`src/rtl/led_sequencer_if.sv`:
```
// Signal bundle between the front-panel controller side and the LED step
// scheduler: speed/pause status and mode in, LED position and status out.
interface led_sequencer_if #(
    parameter int N_LED = 8
);

    localparam int PW = $clog2(N_LED);

    logic [1:0]       status;     // 0 low, 1 mid, 2 high, 3 pause
    logic             mode;       // 0 bounce, 1 rotate
    logic [N_LED-1:0] led;        // one-hot LED drive
    logic [PW-1:0]    pos;        // index of the lit LED
    logic             dir;        // 0 toward MSB, 1 toward LSB
    logic             step_tick;  // pulse in the cycle a new position appears
    logic             running;    // registered (status != 3)

    // Controller side: drives status/mode and observes the sequencer state
    modport master (
        output status,
        output mode,
        input  led,
        input  pos,
        input  dir,
        input  step_tick,
        input  running
    );

    // Sequencer side: consumes status/mode and drives the LED outputs
    modport slave (
        input  status,
        input  mode,
        output led,
        output pos,
        output dir,
        output step_tick,
        output running
    );

endinterface

```
`src/rtl/led_sequencer.sv`:
```
// LED chaser step scheduler. A free-running divider produces a step every
// P_LOW/P_MID/P_HIGH clocks depending on the 2-bit status (3 = pause), and
// each step moves a single lit LED in bounce (ping-pong) or rotate mode.
// All outputs come straight from registers.
module led_sequencer #(
    parameter int P_LOW  = 50_000_000,
    parameter int P_MID  = 25_000_000,
    parameter int P_HIGH = 10_000_000,
    parameter int N_LED  = 8
) (
    input logic             clk,
    input logic             rst_n,
    led_sequencer_if.slave  bus
);

    localparam int DW = (P_LOW > 1) ? $clog2(P_LOW) : 1;
    localparam int PW = $clog2(N_LED);

    // Terminal divider counts (period minus one) for each speed
    localparam logic [DW-1:0] C_LOW_M1  = DW'(P_LOW  - 1);
    localparam logic [DW-1:0] C_MID_M1  = DW'(P_MID  - 1);
    localparam logic [DW-1:0] C_HIGH_M1 = DW'(P_HIGH - 1);

    localparam logic [PW-1:0]    C_POS_LAST = PW'(N_LED - 1);
    localparam logic [PW-1:0]    C_POS_PREV = PW'(N_LED - 2);
    localparam logic [PW-1:0]    C_POS_ONE  = PW'(1);
    localparam logic [N_LED-1:0] C_LED_ONE  = N_LED'(1);

    // Direction of travel; DIR_UP moves toward the MSB LED
    typedef enum logic {
        DIR_UP   = 1'b0,
        DIR_DOWN = 1'b1
    } dir_e;

    logic [DW-1:0]    r_div_cnt;
    logic [PW-1:0]    r_pos;
    logic [N_LED-1:0] r_led;
    dir_e             r_dir;
    logic             r_step_tick;
    logic             r_running;

    logic             w_pause;
    logic [DW-1:0]    w_per_m1;
    logic             w_step;
    logic [DW-1:0]    w_div_nxt;
    logic [PW-1:0]    w_pos_nxt;
    dir_e             w_dir_nxt;
    logic [N_LED-1:0] w_led_nxt;

    // Decode the period for the current speed and detect a step edge.
    // The >= compare lets a speed-up mid-period step on the very next edge
    // when the count already exceeds the new terminal value.
    always_comb begin
        w_pause  = (bus.status == 2'd3);
        w_per_m1 = C_LOW_M1;
        case (bus.status)
            2'd0:    w_per_m1 = C_LOW_M1;
            2'd1:    w_per_m1 = C_MID_M1;
            2'd2:    w_per_m1 = C_HIGH_M1;
            default: w_per_m1 = C_LOW_M1;
        endcase
        w_step = !w_pause && (r_div_cnt >= w_per_m1);
    end

    // Next divider count: hold while paused, clear on a step, else count up
    always_comb begin
        w_div_nxt = r_div_cnt;
        if (w_pause) begin
            w_div_nxt = r_div_cnt;
        end else if (w_step) begin
            w_div_nxt = '0;
        end else begin
            w_div_nxt = r_div_cnt + DW'(1);
        end
    end

    // Next position/direction: only a step edge moves the LED, and mode is
    // looked at only here so switching between steps has no visible effect
    always_comb begin
        w_pos_nxt = r_pos;
        w_dir_nxt = r_dir;
        if (w_step) begin
            if (bus.mode) begin
                w_dir_nxt = DIR_UP;
                w_pos_nxt = (r_pos == C_POS_LAST) ? '0 : r_pos + C_POS_ONE;
            end else if (r_dir == DIR_UP) begin
                if (r_pos == C_POS_LAST) begin
                    w_dir_nxt = DIR_DOWN;
                    w_pos_nxt = C_POS_PREV;
                end else begin
                    w_pos_nxt = r_pos + C_POS_ONE;
                end
            end else begin
                if (r_pos == '0) begin
                    w_dir_nxt = DIR_UP;
                    w_pos_nxt = C_POS_ONE;
                end else begin
                    w_pos_nxt = r_pos - C_POS_ONE;
                end
            end
        end
    end

    // LED pattern is derived from the next position so led and pos are
    // loaded on the same edge and can never disagree
    always_comb begin
        w_led_nxt = C_LED_ONE << w_pos_nxt;
    end

    // State and output registers with asynchronous reset
    always_ff @(posedge clk or negedge rst_n) begin
        if (!rst_n) begin
            r_div_cnt   <= '0;
            r_pos       <= '0;
            r_led       <= C_LED_ONE;
            r_dir       <= DIR_UP;
            r_step_tick <= 1'b0;
            r_running   <= 1'b0;
        end else begin
            r_div_cnt   <= w_div_nxt;
            r_pos       <= w_pos_nxt;
            r_led       <= w_led_nxt;
            r_dir       <= w_dir_nxt;
            r_step_tick <= w_step;
            r_running   <= !w_pause;
        end
    end

    assign bus.led       = r_led;
    assign bus.pos       = r_pos;
    assign bus.dir       = r_dir;
    assign bus.step_tick = r_step_tick;
    assign bus.running   = r_running;

endmodule

```
`src/flat_wrapper.sv`:
```
// flat-port wrapper written by rule: the top's interface ports become plain ports
module led_sequencer_flat 
#(
    parameter int P_LOW  = 50_000_000,
    parameter int P_MID  = 25_000_000,
    parameter int P_HIGH = 10_000_000,
    parameter int N_LED  = 8
)
  (clk, rst_n, bus_status, bus_mode, bus_led, bus_pos, bus_dir, bus_step_tick, bus_running);
  led_sequencer_if #(.N_LED(N_LED)) bus_i ();
  input logic clk;
  input logic rst_n;
  input wire logic [$bits(bus_i.status)-1:0] bus_status;
  input wire logic [$bits(bus_i.mode)-1:0] bus_mode;
  output wire logic [$bits(bus_i.led)-1:0] bus_led;
  output wire logic [$bits(bus_i.pos)-1:0] bus_pos;
  output wire logic [$bits(bus_i.dir)-1:0] bus_dir;
  output wire logic [$bits(bus_i.step_tick)-1:0] bus_step_tick;
  output wire logic [$bits(bus_i.running)-1:0] bus_running;
  assign bus_i.status = bus_status;
  assign bus_i.mode = bus_mode;
  assign bus_led = bus_i.led;
  assign bus_pos = bus_i.pos;
  assign bus_dir = bus_i.dir;
  assign bus_step_tick = bus_i.step_tick;
  assign bus_running = bus_i.running;
  led_sequencer #(.P_LOW(P_LOW), .P_MID(P_MID), .P_HIGH(P_HIGH), .N_LED(N_LED)) u_core (.clk(clk), .rst_n(rst_n), .bus(bus_i));
endmodule
```
`config.mk`:
```
export PLATFORM = sky130hd
export DESIGN_NAME = led_sequencer_flat
export DESIGN_NICKNAME = d
export VERILOG_FILES = /design/src/rtl/led_sequencer_if.sv /design/src/rtl/led_sequencer.sv /design/src/flat_wrapper.sv
export SDC_FILE = /design/constraint.sdc
export NUM_CORES = 1
export LEC_CHECK = 0
export CAP_MARGIN = 5
export CORE_ASPECT_RATIO = 0.8
export CORE_UTILIZATION = 55
export CTS_BUF_LIST = sky130_fd_sc_hd__clkbuf_4
export CTS_CLUSTER_DIAMETER = 200
export DETAILED_ROUTE_END_ITERATION = 12
export PLACE_DENSITY = 0.79
export SETUP_SLACK_MARGIN = 0.1
export SLEW_MARGIN = 10
export SYNTH_ARGS = -nofsm -noshare
export SYNTH_HDL_FRONTEND = slang
export SYNTH_SLANG_ARGS = --single-unit
```
`constraint.sdc`:
```
create_clock -name clk -period 2.1 [get_ports clk]
set_clock_uncertainty 0.1 [all_clocks]
set_input_delay 0.63 -clock clk [delete_from_list [all_inputs] [get_ports clk]]
set_output_delay 0.63 -clock clk [all_outputs]
set_load 0.005 [all_outputs]
```
==> impl_metrics.json <==
{
  "drt-pass1-iter-count": 5,
  "cts_sinks": 40,
  "crit_fanout": 5,
  "grt_pass1_vias": 2277,
  "viasPerCell": 6.12,
  "globalRouteOverflowTotal": 0,
  "power_frac_comb": 0.233,
  "cp-startpoint": "bus_status[1]",
  "route.vias.total": 2411,
  "core-area_mm2": 0.00423,
  "cts_root_buf": "clkbuf_4",
  "antenna_found_initial": 0,
  "synth-edff-count": 0,
  "arrival_ns": 2.70,
  "clockBufferDepth": 2,
  "whs_ns": 0.185,
  "areaGrowthSynthToFinish_pct": 47.8,
  "fin_crit_ns": 2.54,
  "dp.final_hpwl_um": 4190,
  "status": "finished with violations",
  "worstMarginPinSlew_ns": 0.506,
  "internal-power_mw": 1.31,
  "grt_pass1_wl_um": 10700,
  "rsz0062_at_grt": "yes",
  "diodes": 0,
  "min_period_over_period": 1.21,
  "p_leak_nw": 1.65,
  "hold_violations": 0,
  "endpoint_kind": "flop",
  "synth_area_leaders": "dfrtp_1 40%, ha_1 11%, xor2_1 6.4%",
  "reg2reg_depth": 7,
  "total_power_mw": 1.93,
  "syn_inst": 254,
  "routed_wl_um": 7660,
  "switching_share": 0.319,
  "cts_tree": "yes",
  "power_density_mw_per_mm2": 529,
  "violations": "negative setup slack",
  "max_freq_mhz": 394,
  "gp_congestion": 0.900,
  "hp-class": "input port to async pin",
  "final.setup.worst_slack_ns": -0.439,
  "maxSlewHeadroom": 0.663,
  "rows": 21,
  "syn_area_per_cell_um2": 9.71,
  "required_ns": 2.26,
  "syn_area_mm2": 0.00247,
  "clock_latency_ns": 0.37,
  "final_util": 0.862,
  "grt_start_max_net_pins": 41,
  "peakVddDrop_mv": 0.401,
  "p_clk_frac": 0.289,
  "drt_iter0_markers": 245,
  "critPathLaunchType": "input port",
  "yosysWarnings": 0,
  "die-area_mm2": 0.00476,
  "netlist.area_leader.share": 0.396,
  "synth_nets": 281,
  "layout-drive-gt1-share": 0.386,
  "clkTransAtPathRegs_ns": 0.14,
  "holdBufCountCts": 0,
  "place_area_mm2": 0.00316,
  "nets": 363,
  "floorplan.initialDensity": 0.583,
  "setup_viol": 40,
  "htree_levels": 2,
  "track_usage": 0.302,
  "synthFlopType": "dfrtp_1",
  "ys_types": 53,
  "synth_area_leader_cell": "dfrtp_1",
  "async_reset_ff_frac": 1.00,
  "io_buffers": 18,
  "fin_tns_setup_ns": -14.20,
  "die_h_um": 61.9,
  "fp.dieW_um": 76.9,
  "cts_buffers": 5,
  "final_area_mm2": 0.00364,
  "cap_violations": 0,
  "ys_seq_area_frac": 0.406,
  "p_sw_uw": 615,
  "drv_slew": 0,
  "critical_path_class": "input port to flop",
  "synth-seq-cells": 40,
  "seqPwrFrac": 0.479,
  "r2r_start": "u_core.r_div_cnt[23]$_DFFE_PN0P_",
  "drc_errors": 0,
  "drtAntennaViolNets": 0,
  "post_drt_wl_per_cell_um": 19.5,
  "io_pins": 19
}
[cells in the final DEF (no fill, tap or decap), types with 5 or more instances in the layout]
master,netlist,layout
ha_1,22,13
clkdlybuf4s50_1,0,11
xor2_1,18,18
buf_6,1,8
nand4_1,11,11
xnor2_1,8,7
inv_1,15,11
nand2_1,24,21
nand3_1,13,8
buf_4,1,56
nor2_1,31,30
dfrtp_1,39,37
clkbuf_4,0,5
ha_4,0,9
[timing repair]
action                     4_1_cts  5_1_grt
buffers inserted                 9        5
setup endpoints to repair       44       42
pin swaps                       18       21
hold endpoints to repair         0        0
gates resized for setup         53       21
[routing by layer]
layer	share of wire	up-vias	track usage
li1	-	1068	-
met1	0.42	1181	0.373
met2	0.47	121	0.508
met3	0.070	41	0.0642
met4	0.047	0	0.173
met5	0	-	0
[power groups by stage]
stage | clock (mW) | sequential (mW) | combinational, mW
finish | 0.556 | 0.922 | 0.449
global route | 0.577 | 0.927 | 0.478
CTS | 0.550 | 0.911 | 0.388
detailed placement | 0 | 0.921 | 0.344
global placement | 0 | 0.915 | 0.335
floorplan | 0 | 0.912 | 0.191
[synth_stat cells (3+ instances only)]
library cell and number:
nand3_1 13, o22ai_1 4, inv_1 15, and3_1 4
nor2_1 31, nor3_1 3, nand2_1 24, dfrtp_1 39
xor2_1 18, o21ai_1 3, and2_1 3, a21o_1 3
o21ai_0 4, nand4_1 11, xnor2_1 8, a21oi_1 3
nor2b_1 3, ha_1 22
[state kept, by name, summed over array words and instances, names as in the netlist]
signal                cells
u_core.bus.running        1
u_core.bus.pos            3
u_core.r_div_cnt         26
u_core.bus.led            8
u_core.bus.step_tick      1
u_core.bus.dir            1
[logic make-up (layout without fill, tap and decap cells)]
family	Yosys count	in the layout	synth area share
XOR/XNOR	26	26	0.0923
AND/OR/NAND/NOR	108	108	0.229
multiplexers	1	1	0.00406
AO/OA/AOI/OAI	37	37	0.121
adder cells (fa/ha/maj)	22	22	0.112
buffers and inverters	20	103	0.0360
flip-flops	40	40	0.406
[cell type report]
| class | count | area (um2) |
|---|---|---|
| repair buffers | 80 | 668 |
| flip-flops and latches | 40 | 1000 |
| clock buffers | 5 | 37.5 |
| fillers | 194 | 586 |
| inverters | 15 | 76.3 |
| well taps | 57 | 71.3 |
| multi-input cells | 194 | 1740 |
| clock inverters | 3 | 47.5 |
[metrics by stage]
stage               setup WS [ns]  cells
global route               -0.483    394
finish                     -0.439    394
global placement            -1.16    373
detailed placement          -1.22    373
CTS                        -0.378    390
floorplan                  -0.428    254
[worst max-delay path, stage by stage]
cell,delay [ns]
buf_6,0.09
buf_6,0.12
ha_4,0.27
inv_4,0.05
ha_4,0.28
nand3_4,0.09
nor4b_4,0.26
nand4b_1,0.22
a31oi_4,0.33
nand2b_4,0.26
o22ai_4,0.10
[worst paths after layout]
kind                       slack, ns                         endpoint
setup / recovery               -0.44      u_core.bus.led[3]$_DFF_PN0_
hold / removal                  0.19      u_core.bus.led[4]$_DFF_PN0_
setup reg to reg               -0.22      u_core.bus.led[4]$_DFF_PN0_
hold reg to reg                 0.53  u_core.r_div_cnt[3]$_DFFE_PN0P_
max in group asynchronous       1.34       u_core.bus.dir$_DFFE_PN0N_
min in group clk                0.53  u_core.r_div_cnt[3]$_DFFE_PN0P_
Note: power is estimated with default switching activity, not from simulation.
